File: src/rtl/cdc_hs_pkg.sv
// cdc_hs_pkg: shared definitions for the toggle request/acknowledge crossing.
// Both the transmitter and the companion receiver import this package.
package cdc_hs_pkg;

    // State encoding for the handshake FSMs.
    localparam logic [1:0] CDC_HS_INIT = 2'd0;
    localparam logic [1:0] CDC_HS_IDLE = 2'd1;
    localparam logic [1:0] CDC_HS_WAIT = 2'd2;

    // Default depth of the ack/req synchronizers.
    localparam int CDC_HS_SYNC_STAGES = 2;

endpackage

File: src/rtl/synchronizer.sv
// synchronizer: multi-flop single-bit synchronizer with selectable reset style.
// Brings an asynchronous level into the clk domain after STAGES edges.
module synchronizer #(
    parameter int   STAGES      = 2,
    parameter bit   ASYNC_RESET = 1'b0,
    parameter logic INIT        = 1'b0
) (
    input  logic clk,
    input  logic rst,
    input  logic i_d,
    output logic o_q
);

    logic [STAGES-1:0] r_chain;

    generate
        if (ASYNC_RESET) begin : g_async
            // Shift the asynchronous input through the chain, reset asynchronously.
            always_ff @(posedge clk or posedge rst) begin
                if (rst) r_chain <= {STAGES{INIT}};
                else     r_chain <= {r_chain[STAGES-2:0], i_d};
            end
        end else begin : g_sync
            // Shift the asynchronous input through the chain, reset synchronously.
            always_ff @(posedge clk) begin
                if (rst) r_chain <= {STAGES{INIT}};
                else     r_chain <= {r_chain[STAGES-2:0], i_d};
            end
        end
    endgenerate

    assign o_q = r_chain[STAGES-1];

endmodule

File: src/rtl/cdc_hs_tx.sv
// cdc_hs_tx: source-side transmitter of a 2-phase toggle req/ack crossing.
// Accepts one word, holds it on out_data, toggles out_req and waits for the
// synchronized ack toggle before accepting again. After reset an INIT phase
// aligns out_req to the far-side ack level so a non-reset far side sees no
// spurious request.
// Optional: define CDC_HS_TX_TIMEOUT_EN to add the sticky ack_tmo output,
// set after 2**TMO_BITS-1 cycles spent waiting for an ack.
module cdc_hs_tx
    import cdc_hs_pkg::*;
#(
    parameter int WIDTH       = 32,
    parameter int SYNC_STAGES = CDC_HS_SYNC_STAGES,
    parameter int TMO_BITS    = 16
) (
    input  logic             clk,
    input  logic             rst,
    input  logic             in_valid,
    output logic             in_ready,
    input  logic [WIDTH-1:0] in_data,
    output logic [WIDTH-1:0] out_data,
    output logic             out_req,
    input  logic             a_ack,
    output logic             busy,
`ifdef CDC_HS_TX_TIMEOUT_EN
    output logic             ack_tmo,
`endif
    output logic             proto_err
);

    localparam int CNT_W = $clog2(SYNC_STAGES + 1);
    localparam logic [CNT_W-1:0] INIT_LAST = CNT_W'(SYNC_STAGES);

    logic [1:0]       r_state;
    logic [CNT_W-1:0] r_init_cnt;
    logic [WIDTH-1:0] r_out_data;
    logic             r_out_req;
    logic             r_in_ready;
    logic             r_busy;
    logic             r_proto_err;
    logic             w_ack_s;
    logic             w_accept;

    synchronizer #(
        .STAGES      (SYNC_STAGES),
        .ASYNC_RESET (1'b0),
        .INIT        (1'b0)
    ) u_ack_sync (
        .clk (clk),
        .rst (rst),
        .i_d (a_ack),
        .o_q (w_ack_s)
    );

    assign w_accept = (r_state == CDC_HS_IDLE) && in_valid;

    // Handshake FSM: phase alignment after reset, accept in IDLE, wait for ack.
    always_ff @(posedge clk) begin
        if (rst) begin
            r_state     <= CDC_HS_INIT;
            r_init_cnt  <= '0;
            r_out_data  <= '0;
            r_out_req   <= 1'b0;
            r_in_ready  <= 1'b0;
            r_busy      <= 1'b1;
            r_proto_err <= 1'b0;
        end else begin
            case (r_state)
                CDC_HS_INIT: begin
                    // Sync chain has settled on the far-side level by the last count.
                    if (r_init_cnt == INIT_LAST) begin
                        r_out_req  <= w_ack_s;
                        r_state    <= CDC_HS_IDLE;
                        r_in_ready <= 1'b1;
                        r_busy     <= 1'b0;
                    end else begin
                        r_init_cnt <= r_init_cnt + 1'b1;
                    end
                end
                CDC_HS_IDLE: begin
                    if (w_ack_s != r_out_req) r_proto_err <= 1'b1;
                    if (in_valid) begin
                        r_out_data <= in_data;
                        r_out_req  <= ~r_out_req;
                        r_state    <= CDC_HS_WAIT;
                        r_in_ready <= 1'b0;
                        r_busy     <= 1'b1;
                    end
                end
                CDC_HS_WAIT: begin
                    if (w_ack_s == r_out_req) begin
                        r_state    <= CDC_HS_IDLE;
                        r_in_ready <= 1'b1;
                        r_busy     <= 1'b0;
                    end
                end
                default: begin
                    r_state    <= CDC_HS_INIT;
                    r_init_cnt <= '0;
                    r_in_ready <= 1'b0;
                    r_busy     <= 1'b1;
                end
            endcase
        end
    end

`ifdef CDC_HS_TX_TIMEOUT_EN
    localparam logic [TMO_BITS-1:0] TMO_LAST = {TMO_BITS{1'b1}} - 1'b1;

    logic [TMO_BITS-1:0] r_tmo_cnt;
    logic                r_ack_tmo;

    // Count WAIT cycles, saturate at all-ones and flag a sticky timeout.
    always_ff @(posedge clk) begin
        if (rst) begin
            r_tmo_cnt <= '0;
            r_ack_tmo <= 1'b0;
        end else if (w_accept) begin
            r_tmo_cnt <= '0;
        end else if (r_state == CDC_HS_WAIT && r_tmo_cnt != {TMO_BITS{1'b1}}) begin
            r_tmo_cnt <= r_tmo_cnt + 1'b1;
            if (r_tmo_cnt == TMO_LAST) r_ack_tmo <= 1'b1;
        end
    end

    assign ack_tmo = r_ack_tmo;
`else
    logic w_unused_accept;
    assign w_unused_accept = w_accept;
`endif

    assign in_ready  = r_in_ready;
    assign busy      = r_busy;
    assign out_data  = r_out_data;
    assign out_req   = r_out_req;
    assign proto_err = r_proto_err;

endmodule

File: config.mk
export PLATFORM = sky130hd
export DESIGN_NAME = cdc_hs_tx
export DESIGN_NICKNAME = d
export VERILOG_FILES = /design/src/rtl/cdc_hs_pkg.sv /design/src/rtl/synchronizer.sv /design/src/rtl/cdc_hs_tx.sv
export SDC_FILE = /design/constraint.sdc
export NUM_CORES = 1
export LEC_CHECK = 0
export CORE_ASPECT_RATIO = 2
export CORE_MARGIN = 1
export CORE_UTILIZATION = 40
export DETAILED_ROUTE_END_ITERATION = 10
export DONT_BUFFER_PORTS = 1
export HOLD_SLACK_MARGIN = 0.02
export SETUP_SLACK_MARGIN = 0.05
export SLEW_MARGIN = 20
export SYNTH_ARGS = -nofsm -noshare
export SYNTH_HDL_FRONTEND = slang
export SYNTH_HIERARCHICAL = 1
export SYNTH_SLANG_ARGS = --single-unit
File: constraint.sdc
create_clock -name clk -period 4.2 [get_ports clk]
set_input_delay 1.26 -clock clk [delete_from_list [all_inputs] [get_ports clk]]
set_output_delay 1.26 -clock clk [all_outputs]
set_load 0.005 [all_outputs]
==> key figures <==
Timing
  – RSZ-0062 raised after global routing: false
  – Min Clock Period, post-route: 2.10 ns
  – Final Cycle Share: 50.1%
  – Rel. slew slack: 32.6%
  – Slew at the pin closest to its max-slew limit: 1.01 ns
  – Final Hold Violating Endpoints: 0
  – TNS Setup: 0 ns
  – Clock skew: 0.00822 ns
  – Worst hold slack: 0.443 ns
  – Final number of setup-violating endpoints: 0
  – Slew Limit Fails: 0
  – Fin worst setup slack: 2.10 ns
  – Peak Freq: 475 MHz

Finish
  – Final Util: 44.0%
  – Area Overhead vs Synth: 6.45%
  – Layout cells sized above 1: 6.35%
  – Fill cell count: 417
  – Seq. cell area: 841 um^2
  – Fin area: 0.00169 mm^2
  – Total Nets Final: 231
  – Area of the multi-input gates: 687 um^2
  – Diode count: 0
  – Fin cells: 240

Setup path
  – CP endpoint kind: register
  – Reg2Reg Depth: 4
  – Critical path startpoint category: primary input
  – Worst path arrival time: 2.28 ns
  – CP Class: primary input to register
  – Critical path peak fanout: 5
  – Critical path required time: 4.37 ns

Power
  – Clk pwr share: 26.0%
  – Comb pwr share: 19.7%
  – Pleak: 0.610 nW
  – Psw: 0.269 mW
  – Worst VDD drop: 0.293 mV
  – Net Sw Frac: 29.6%
  – Total power: 0.908 mW
  – Sequential power share: 54.3%
  – Pwr dens: 536 mW/mm^2
  – Pint: 0.639 mW

Routing
  – Vias: 1231
  – TritonRoute pass-1 iters: 4
  – Drt initial violations: 22
  – Routed Antenna Nets: 0
  – DR WL/cell: 13.7 um
  – Drt total wl: 3.29 mm
  – DR vias/cell: 5.13
  – DRC viols: 0

Logic synthesis
  – EDFF count, synth: 0
  – Gate Count Post-Synth: 193
  – Netlist cell types: 22
  – Post-Syn Area: 0.00159 mm^2
  – Dominant synthesized flop cell: dfxtp_1
  – Count leader, synth: nand2_1
  – Avg Cell Area, Syn: 8.24 um^2
  – Top cells by area, synth: dfxtp_1 53%, nand2_1 15%, a21oi_1 12%, ha_1 4.7%, clkbuf_1 2.1%
  – Synth area leader: dfxtp_1
  – Post-synth ARST share: 0%
  – Top cells by count, synth: 65 x nand2_1, 42 x dfxtp_1, 37 x a21oi_1
  – Top cell type's share of synthesized area: 52.9%
  – Yosys reg bits: 42
  – Synth Net Count: 235
  – Synthesis warning total: 6
  – Seq/Total Area, Yosys: 52.9%

Clocking
  – CTS max path bufs: 2
  – CTS root buffer: clkbuf_8
  – Clock Pin Slew Worst Setup and Hold Paths: 0.07 ns
  – Clock Latency Late Sink: 0.29 ns
  – Clock Sinks: 42
  – Hold-fix buffers at CTS: 0
  – Post-CTS sizing: 0
  – H-tree depth: 2
  – Total CTS buffers: 5
  – CTS tree: done
  – Post-CTS Setup Repair Bufs: 0

Floorplanning
  – Core Footprint: 0.00384 mm^2
  – # IOs: 72
  – Initial core utilization: 41.4%
  – Die Y: 91.2 um
  – Die Width: 46.6 um
  – Die ar.: 0.00425 mm^2
  – Rows: 32

GRT
  – Antenna violations before repair: 0
  – Largest net degree at the start of global routing: 44
  – Gr ovfl total: 0
  – Number of global-route vias before repair: 1170
  – GRT Overall Usage: 16.6%
  – First-pass GRT wire length: 5.10 mm

Placed design
  – Post-Place Setup Slack: 1.72 ns
  – PortBufs: 0
  – Dpl cells: 233
  – Detail Placement HPWL: 2.37 mm
  – DP Area: 0.00161 mm^2
  – Placer Congestion: 0.714

Job
  – Max-Cap Viols: 0

Min path
  – Hold Path Depth: 1
  – Type of the tightest min-delay check: register to register

Run status
  – Outcome: complete, no violations
## kinds of logic (layout without fill, tap and decap cells)
| family | after synthesis | after routing | share of synthesized area, % |
|---|---|---|---|
| compound gates | 43 | 43 | 14.6 |
| xor+xnor | 1 | 1 | 0.551 |
| fa+ha+maj | 6 | 6 | 4.72 |
| buf+inv | 17 | 13 | 4.01 |
| flops | 42 | 42 | 52.9 |
| mux | 3 | 3 | 2.05 |
| simple gates | 81 | 81 | 21.2 |
## layout make-up
| cell class | instances | area share (%) |
|---|---|---|
| tap | 51 | 3.77 |
| inverter | 6 | 1.33 |
| multi-input combinational | 134 | 40.6 |
| sequential | 42 | 49.7 |
| clock inverter | 2 | 0.591 |
| clock buffer | 5 | 4.07 |
## power groups by stage
stage / combinational, mW / sequential [mW] / clock [mW]
global route: 0.205 / 0.499 / 0.262
CTS: 0.182 / 0.494 / 0.251
finish: 0.179 / 0.493 / 0.236
detailed placement: 0.181 / 0.503 / 0
global placement: 0.167 / 0.500 / 0
floorplan: 0.156 / 0.491 / 0
## final timing paths
kind / start / end / slack [ns]
setup reg to reg: r_state[0]$_SDFFE_PP0P_ / r_state[0]$_SDFFE_PP0P_ / 2.27
hold / removal: u_ack_sync/r_chain[0]$_SDFF_PP0_ / u_ack_sync/r_chain[1]$_SDFF_PP0_ / 0.44
hold reg to reg: u_ack_sync/r_chain[0]$_SDFF_PP0_ / u_ack_sync/r_chain[1]$_SDFF_PP0_ / 0.44
setup / recovery: in_valid / r_state[0]$_SDFFE_PP0P_ / 2.10
## flip-flops by register name, indices dropped and copies added (netlist names)
name	count
out_data	32
r_init_cnt	2
r_state	2
u_ack_sync/r_chain	2
busy	1
in_ready	1
out_req	1
proto_err	1
## cell usage in the layout, fill, tap and decap left out
cell / synthesis / layout
a21bo_2: 1 / 1
a21o_2: 1 / 1
a21oi_1: 37 / 37
a222oi_1: 1 / 1
and2_2: 0 / 1
and3b_1: 1 / 1
clkbuf_8: 0 / 5
clkinv_2: 0 / 2
dfxtp_1: 42 / 42
ha_1: 6 / 6
inv_1: 6 / 6
mux2_2: 2 / 2
mux2i_1: 1 / 1
nand2_1: 65 / 65
nand2b_1: 3 / 3
nor2_1: 5 / 5
nor2b_1: 3 / 3
nor3_1: 1 / 1
nor4b_1: 2 / 2
o21a_1: 1 / 1
o21ai_0: 2 / 2
xor2_1: 1 / 1
## metal layers
metal | global-route usage (%) | wire length [um] | up-vias
li1 | - | - | 615
met1 | 16.0 | 1140 | 570
met2 | 28.7 | 1860 | 38
met3 | 3.98 | 193 | 8
met4 | 10.5 | 102 | 0
met5 | 0 | 0 | -
## critical path, cell delays in order
cell and delay (ns):
inv_1 0.02, a222oi_1 0.59, mux2_2 0.40
Power figures use the tool's default switching activity.
